## config.mk

```make
export PLATFORM = sky130hd
export DESIGN_NAME = rcpu_uart_io
export DESIGN_NICKNAME = d
export VERILOG_FILES = /design/src/rtl/rcpu_uart_io.sv
export SDC_FILE = /design/constraint.sdc
export NUM_CORES = 1
export LEC_CHECK = 0
export BUFFER_PORTS_ARGS = -buffer_cell sky130_fd_sc_hd__buf_2
export CAP_MARGIN = 20
export CORE_AREA = 2 2 189 191
export CTS_BUF_LIST = sky130_fd_sc_hd__clkbuf_8
export DETAILED_ROUTE_END_ITERATION = 12
export DIE_AREA = 0 0 191 193
export GPL_TIMING_DRIVEN = 0
export MAX_ROUTING_LAYER = met4
export PLACE_DENSITY = 0.65
export SLEW_MARGIN = 20
export SYNTH_ARGS = -nofsm -noshare
export SYNTH_HDL_FRONTEND = slang
export SYNTH_SLANG_ARGS = --single-unit
```

## constraint.sdc

```tcl
create_clock -name clk -period 7.5 [get_ports clk]
set_clock_uncertainty 0.15 [all_clocks]
set_input_delay 1.5 -clock clk [delete_from_list [all_inputs] [get_ports clk]]
set_output_delay 1.5 -clock clk [all_outputs]
set_load 0.005 [all_outputs]
```

## src/rtl/rcpu_uart_io.sv

```systemverilog
// UART peripheral on the rcpu IO bus: DATA/STATUS/BAUD registers, TX and RX byte
// FIFOs, and 8N1 serialiser/deserialiser running off a programmable baud divisor.
module rcpu_uart_io #(
   parameter int FIFO_DEPTH = 8,
   parameter int DIV_RESET  = 104
) (
   input  logic        clk,
   input  logic        resetq,
   input  logic        io_read_enable,
   input  logic        io_write_enable,
   input  logic [15:0] io_address,
   input  logic [15:0] io_write_data,
   output logic [15:0] io_read_data,
   output logic        uart_tx,
   input  logic        uart_rx
);

   localparam int AW = $clog2(FIFO_DEPTH);
   localparam int CW = AW + 1;
   localparam logic [CW-1:0] FULL_CNT = CW'(FIFO_DEPTH);

   localparam logic [15:0] ADDR_DATA   = 16'h0000;
   localparam logic [15:0] ADDR_STATUS = 16'h0004;
   localparam logic [15:0] ADDR_BAUD   = 16'h0008;

   typedef enum logic [1:0] {TX_IDLE, TX_START, TX_DATA, TX_STOP} tx_state_t;
   typedef enum logic [2:0] {RX_IDLE, RX_START, RX_DATA, RX_STOP, RX_WAIT_HIGH} rx_state_t;

   logic sel_data, sel_status, sel_baud;
   logic tx_push_req, rx_pop_req, status_rd;

   assign sel_data    = (io_address == ADDR_DATA);
   assign sel_status  = (io_address == ADDR_STATUS);
   assign sel_baud    = (io_address == ADDR_BAUD);
   assign tx_push_req = io_write_enable && sel_data;
   assign rx_pop_req  = io_read_enable && sel_data;
   assign status_rd   = io_read_enable && sel_status;

   logic [15:0] baud;
   logic        tx_overflow, rx_overflow, frame_err;

   // ---------------- TX FIFO ----------------
   logic [7:0]    tx_mem [FIFO_DEPTH];
   logic [AW-1:0] tx_wr_ptr, tx_rd_ptr;
   logic [CW-1:0] tx_count;
   logic          tx_full, tx_empty, tx_push, tx_pop;
   tx_state_t     tx_state, tx_state_nx;

   assign tx_full  = (tx_count == FULL_CNT);
   assign tx_empty = (tx_count == '0);
   assign tx_push  = tx_push_req && !tx_full;
   assign tx_pop   = (tx_state == TX_IDLE) && !tx_empty;

   // NOTE: FIFO storage is deliberately not reset; the pointers and count alone define its contents.
   always_ff @(posedge clk) begin
      if (tx_push) tx_mem[tx_wr_ptr] <= io_write_data[7:0];
   end

   // NOTE: all sequential state is updated with non-blocking assignments.
   always_ff @(posedge clk or posedge resetq) begin
      if (resetq) begin
         tx_wr_ptr <= '0;
         tx_rd_ptr <= '0;
         tx_count  <= '0;
      end else begin
         if (tx_push) tx_wr_ptr <= tx_wr_ptr + 1'b1;
         if (tx_pop)  tx_rd_ptr <= tx_rd_ptr + 1'b1;
         tx_count <= tx_count + CW'(tx_push) - CW'(tx_pop);
      end
   end

   // ---------------- TX FSM ----------------
   logic [15:0] tx_cnt, tx_cnt_nx, tx_div, tx_div_nx;
   logic [7:0]  tx_shift, tx_shift_nx;
   logic [2:0]  tx_bit, tx_bit_nx;
   logic        tx_line_nx, tx_last, tx_idle;

   assign tx_last = (tx_cnt == tx_div - 16'd1);
   assign tx_idle = tx_empty && (tx_state == TX_IDLE);

   always_ff @(posedge clk or posedge resetq) begin
      if (resetq) begin
         tx_state <= TX_IDLE;
         tx_cnt   <= '0;
         tx_div   <= 16'(DIV_RESET);
         tx_shift <= '0;
         tx_bit   <= '0;
         uart_tx  <= 1'b1;
      end else begin
         tx_state <= tx_state_nx;
         tx_cnt   <= tx_cnt_nx;
         tx_div   <= tx_div_nx;
         tx_shift <= tx_shift_nx;
         tx_bit   <= tx_bit_nx;
         uart_tx  <= tx_line_nx;
      end
   end

   // NOTE: every variable driven here gets a default first, so no latches are inferred.
   always_comb begin
      tx_state_nx = tx_state;
      tx_cnt_nx   = tx_cnt;
      tx_div_nx   = tx_div;
      tx_shift_nx = tx_shift;
      tx_bit_nx   = tx_bit;
      tx_line_nx  = uart_tx;
      case (tx_state)
         TX_IDLE: begin
            tx_line_nx = 1'b1;
            if (!tx_empty) begin
               tx_state_nx = TX_START;
               tx_div_nx   = baud;
               tx_shift_nx = tx_mem[tx_rd_ptr];
               tx_cnt_nx   = '0;
               tx_line_nx  = 1'b0;
            end
         end
         TX_START: begin
            if (tx_last) begin
               tx_state_nx = TX_DATA;
               tx_cnt_nx   = '0;
               tx_bit_nx   = '0;
               tx_line_nx  = tx_shift[0];
            end else begin
               tx_cnt_nx = tx_cnt + 16'd1;
            end
         end
         TX_DATA: begin
            if (tx_last) begin
               tx_cnt_nx = '0;
               if (tx_bit == 3'd7) begin
                  tx_state_nx = TX_STOP;
                  tx_line_nx  = 1'b1;
               end else begin
                  tx_bit_nx   = tx_bit + 3'd1;
                  tx_shift_nx = {1'b0, tx_shift[7:1]};
                  tx_line_nx  = tx_shift[1];
               end
            end else begin
               tx_cnt_nx = tx_cnt + 16'd1;
            end
         end
         TX_STOP: begin
            if (tx_last) tx_state_nx = TX_IDLE;
            else         tx_cnt_nx   = tx_cnt + 16'd1;
         end
         default: tx_state_nx = TX_IDLE;
      endcase
   end

   // ---------------- RX FSM ----------------
   logic [1:0]  rx_sync;
   logic        rx_s;
   rx_state_t   rx_state, rx_state_nx;
   logic [15:0] rx_cnt, rx_cnt_nx, rx_div, rx_div_nx, rx_half;
   logic [7:0]  rx_shift, rx_shift_nx;
   logic [2:0]  rx_bit, rx_bit_nx;
   logic        rx_last, rx_done, rx_frame_bad;

   assign rx_s    = rx_sync[1];
   assign rx_last = (rx_cnt == rx_div - 16'd1);
   assign rx_half = {1'b0, rx_div[15:1]} - 16'd1;

   always_ff @(posedge clk or posedge resetq) begin
      if (resetq) begin
         rx_sync  <= 2'b11;
         rx_state <= RX_IDLE;
         rx_cnt   <= '0;
         rx_div   <= 16'(DIV_RESET);
         rx_shift <= '0;
         rx_bit   <= '0;
      end else begin
         rx_sync  <= {rx_sync[0], uart_rx};
         rx_state <= rx_state_nx;
         rx_cnt   <= rx_cnt_nx;
         rx_div   <= rx_div_nx;
         rx_shift <= rx_shift_nx;
         rx_bit   <= rx_bit_nx;
      end
   end

   always_comb begin
      rx_state_nx  = rx_state;
      rx_cnt_nx    = rx_cnt;
      rx_div_nx    = rx_div;
      rx_shift_nx  = rx_shift;
      rx_bit_nx    = rx_bit;
      rx_done      = 1'b0;
      rx_frame_bad = 1'b0;
      case (rx_state)
         RX_IDLE: begin
            if (!rx_s) begin
               rx_state_nx = RX_START;
               rx_div_nx   = baud;
               rx_cnt_nx   = '0;
            end
         end
         RX_START: begin
            // Mid-start-bit recheck rejects glitches shorter than half a bit.
            if (rx_cnt == rx_half) begin
               rx_cnt_nx   = '0;
               rx_bit_nx   = '0;
               rx_state_nx = rx_s ? RX_IDLE : RX_DATA;
            end else begin
               rx_cnt_nx = rx_cnt + 16'd1;
            end
         end
         RX_DATA: begin
            if (rx_last) begin
               rx_cnt_nx   = '0;
               rx_shift_nx = {rx_s, rx_shift[7:1]};
               if (rx_bit == 3'd7) rx_state_nx = RX_STOP;
               else                rx_bit_nx   = rx_bit + 3'd1;
            end else begin
               rx_cnt_nx = rx_cnt + 16'd1;
            end
         end
         RX_STOP: begin
            if (rx_last) begin
               rx_cnt_nx = '0;
               if (rx_s) begin
                  rx_done     = 1'b1;
                  rx_state_nx = RX_IDLE;
               end else begin
                  rx_frame_bad = 1'b1;
                  rx_state_nx  = RX_WAIT_HIGH;
               end
            end else begin
               rx_cnt_nx = rx_cnt + 16'd1;
            end
         end
         RX_WAIT_HIGH: if (rx_s) rx_state_nx = RX_IDLE;
         default: rx_state_nx = RX_IDLE;
      endcase
   end

   // ---------------- RX FIFO ----------------
   logic [7:0]    rx_mem [FIFO_DEPTH];
   logic [AW-1:0] rx_wr_ptr, rx_rd_ptr;
   logic [CW-1:0] rx_count;
   logic          rx_full, rx_empty, rx_push, rx_pop;

   assign rx_full  = (rx_count == FULL_CNT);
   assign rx_empty = (rx_count == '0);
   assign rx_push  = rx_done && !rx_full;
   assign rx_pop   = rx_pop_req && !rx_empty;

   always_ff @(posedge clk) begin
      if (rx_push) rx_mem[rx_wr_ptr] <= rx_shift_nx;
   end

   always_ff @(posedge clk or posedge resetq) begin
      if (resetq) begin
         rx_wr_ptr <= '0;
         rx_rd_ptr <= '0;
         rx_count  <= '0;
      end else begin
         if (rx_push) rx_wr_ptr <= rx_wr_ptr + 1'b1;
         if (rx_pop)  rx_rd_ptr <= rx_rd_ptr + 1'b1;
         rx_count <= rx_count + CW'(rx_push) - CW'(rx_pop);
      end
   end

   // ---------------- Registers and read port ----------------
   always_ff @(posedge clk or posedge resetq) begin
      if (resetq) begin
         baud         <= 16'(DIV_RESET);
         tx_overflow  <= 1'b0;
         rx_overflow  <= 1'b0;
         frame_err    <= 1'b0;
         io_read_data <= '0;
      end else begin
         if (io_write_enable && sel_baud)
            baud <= (io_write_data < 16'd4) ? 16'd4 : io_write_data;
         // A set arriving with the clearing read wins, so no event is lost.
         tx_overflow <= (tx_overflow && !status_rd) || (tx_push_req && tx_full);
         rx_overflow <= (rx_overflow && !status_rd) || (rx_done && rx_full);
         frame_err   <= (frame_err && !status_rd) || rx_frame_bad;
         if (io_read_enable) begin
            if (sel_data)
               io_read_data <= rx_empty ? 16'h0000 : {1'b1, 7'b0, rx_mem[rx_rd_ptr]};
            else if (sel_status)
               io_read_data <= {10'b0, tx_overflow, frame_err, rx_overflow,
                                rx_empty, tx_idle, tx_full};
            else if (sel_baud)
               io_read_data <= baud;
            else
               io_read_data <= 16'h0000;
         end
      end
   end

endmodule
```

==> run metrics <==
final wirelength about 31 mm; Synth Flop Type dfrtp_1; number of global-route vias before repair 9,439; gpl congestion slightly below 0.9; antenna violations before repair 0; Vias/cell roughly 5.4; pre-CTS setup slack 2.85 ns; Async S/R FF share, synth 0.538; # DRC 0; Worst EP required slightly below 8 ns; starting density of the core 0.395; fin. max-slew vios 0; post-DR wirelength/cell between 15 and 20 um; synthesized flop and latch total approximately 280; share of the yosys chip area belonging to registers 0.549; Power, Total ~3.0 mW; Root Driver clkbuf_8; maximum VDD drop ~0.15 mV; Non-Filler Instances 1,788; top-area cell type share of the netlist area 0.278; via count roughly 9,600; Final setup viols 0; CP Class flop to flop; Num CTS Buffers 45; largest net degree at the start of global routing between 80 and 90; highest metal used met4; Routed Antenna Nets 0; port bufs 52; H-tree depth 2; crit-path max FO 7; synth unique cells 71; post-synth net total 1,262; RSZ-0062 raised after global routing false; crit path time final 4.68 ns; DRT met1 WL 14.0 mm; crit share post-route 0.624; Post-DP HPWL about 22 mm; number of I/O pins 54; Worst-path clk slew 0.06 ns; Clock Sinks about 280; Leakage 6.11 nW; Core Box Area 35,000 um2; total track usage 0.176; Ys Warns 0; clock latency at the later pin of the worst-skew pair ~0.56 ns; crit path launch type flop; Max Fclk ~210 MHz; main area contributors after synthesis edfxtp_1 (28%), dfrtp_1 (25%), mux4_2 (5.2%); Fin. Hold Viols 0; PnR worst setup slack roughly 2.8 ns; total gr overflow 0; Critical Path Sink Type flop; Mapped Cells approximately 1,200; met3 routed WL 1.19 mm; number of synthesized flops with an enable pin ~130; Slew HR 0.364; layout cell share with drive strength beyond 1 0.181; cell area after synthesis ~14,000 um2; Die H 193 um; Min-Delay Path Class flop to flop; routed wl met2 about 15 mm; status finished clean; Clock Path Buffers 3; hold-fix buffers at CTS 0; Cell Rows 69; fin nets 1,362; # Post-CTS Setup Buffers 0; Min-Delay Path Depth 0; die width between 150 and 200 um; 1st-pass router iterations 5; post-synth top area cell edfxtp_1; Placed Cells 1,707; worst r2r path cells 15; n_diodes 0; area grow syn2layout 12.9%; CP arrival 4.97 ns; first-pass GRT wire length between 50 and 60 mm; post_cts resized 0; Starting DRT DRC Count between 500 and 600; Mean Syn Cell Area between 10 and 15 um2; CTS tree done; PwrDens 190 nW/um2; die area ~37,000 um2; worst slew pin tran ~0.95 ns; Max-Cap Viols 0
-- report_power, final --
| part | internal [mW] | switching, mW | total, mW |
|---|---|---|---|
| Combinational | 0.0231 | 0.0450 | 0.0681 |
| Clock | 0.694 | 0.592 | 1.29 |
| Sequential | 1.60 | 0.00658 | 1.60 |
-- registers in the layout, indices dropped and copies added, names as in the netlist, 8 cells and up --
register / flops
rx_div: 16
tx_div: 16
rx_cnt: 16
io_read_data: 16
baud: 16
rx_shift: 8
tx_shift: 8
tx_mem: 64
tx_cnt: 16
rx_mem: 64
-- area by class of cell --
class                      instances  area [um2]
sequential                       277        7590
timing repair buffer              53         288
clock inverter                    30         185
clock buffer                      51         702
fill                            3229       19400
multi-input combinational        799        5800
buffer                            73         284
tap                              461         577
inverter                          44         173
-- cell usage in the layout, fill, tap and decap left out, types with 9 or more instances in the layout --
| cell | count |
|---|---|
| xor2_1 | 22 |
| a21oi_1 | 38 |
| a221oi_1 | 13 |
| ha_1 | 30 |
| mux2i_1 | 21 |
| o21ai_0 | 64 |
| xnor2_1 | 44 |
| a31oi_1 | 17 |
| nand2b_1 | 14 |
| buf_2 | 60 |
| or2_2 | 12 |
| nand2_1 | 133 |
| mux2_2 | 46 |
| nand3_1 | 35 |
| clkbuf_8 | 51 |
| mux4_2 | 32 |
| and2_1 | 10 |
| or4_1 | 13 |
| inv_1 | 63 |
| o31ai_1 | 11 |
| and3_1 | 9 |
| or3_1 | 16 |
| nor3_1 | 15 |
| nor2_1 | 77 |
| dfstp_2 | 12 |
| nor4_1 | 19 |
| nand4_1 | 11 |
| dfrtp_1 | 137 |
| edfxtp_1 | 128 |
| clkbuf_1 | 57 |
-- logic make-up (layout without fill, tap and decap cells) --
logic type,after synthesis,after routing,share of synthesized area
AO/OA/AOI/OAI,203,203,0.0957
multiplexers,99,99,0.105
AND/OR/NAND/NOR,399,399,0.146
adder cells (fa/ha/maj),32,32,0.0301
XOR/XNOR,66,66,0.0419
flip-flops,277,277,0.549
buffers and inverters,117,251,0.0325
-- Yosys cell counts, drive strengths merged, types with 21 or more instances --
library cell,number
xnor2,44
mux4,32
nand3,35
xor2,22
o21ai,66
ha,30
inv,44
nor2,77
mux2,46
mux2i,21
dfrtp,137
nand2,133
a21oi,38
nor4,21
edfxtp,128
clkbuf,57
-- worst max-delay path: stages (launching register included) --
cell       delay (ns)
dfrtp_1          0.47
inv_1            0.16
ha_1             0.19
nor3b_1          0.78
nand3_1          0.21
a211o_1          0.29
a22oi_1          0.28
o2111ai_1        0.25
nor4_2           0.45
nand2_1          0.20
ha_1             0.33
inv_1            0.05
ha_1             0.15
inv_1            0.05
fa_1             0.49
inv_1            0.04
-- metal layers --
metal / GRT usage / up-vias
met5: - / -
met4: 0.0528 / 0
met3: 0.0244 / 50
met2: 0.289 / 192
met1: 0.228 / 4748
li1: - / 4581
-- worst paths after layout --
| check | slack, ns | end | startpoint |
|---|---|---|---|
| max in group asynchronous | 5.57 | rx_sync[1] | resetq |
| min in group asynchronous | 0.82 | tx_cnt[11] | resetq |
| worst max-delay path | 2.82 | rx_count[1] | rx_div[0] |
| worst min register to register | 0.20 | rx_sync[1] | rx_sync[0] |
| worst max register to register | 2.82 | rx_count[1] | rx_div[0] |
| worst min-delay path | 0.20 | rx_sync[1] | rx_sync[0] |
-- per-stage QoR --
step                utilization  TNS, ns  hold slack [ns]  area (um2)
finish                    0.446        0            0.204       15600
floorplan                     -        0            0.195       13800
CTS                       0.446        0            0.206       15600
global route              0.446        0            0.209       15600
detailed placement        0.421        0            0.198       14700
global placement          0.419    -8.00            0.198       14600
(Power assumes the default switching activity.)
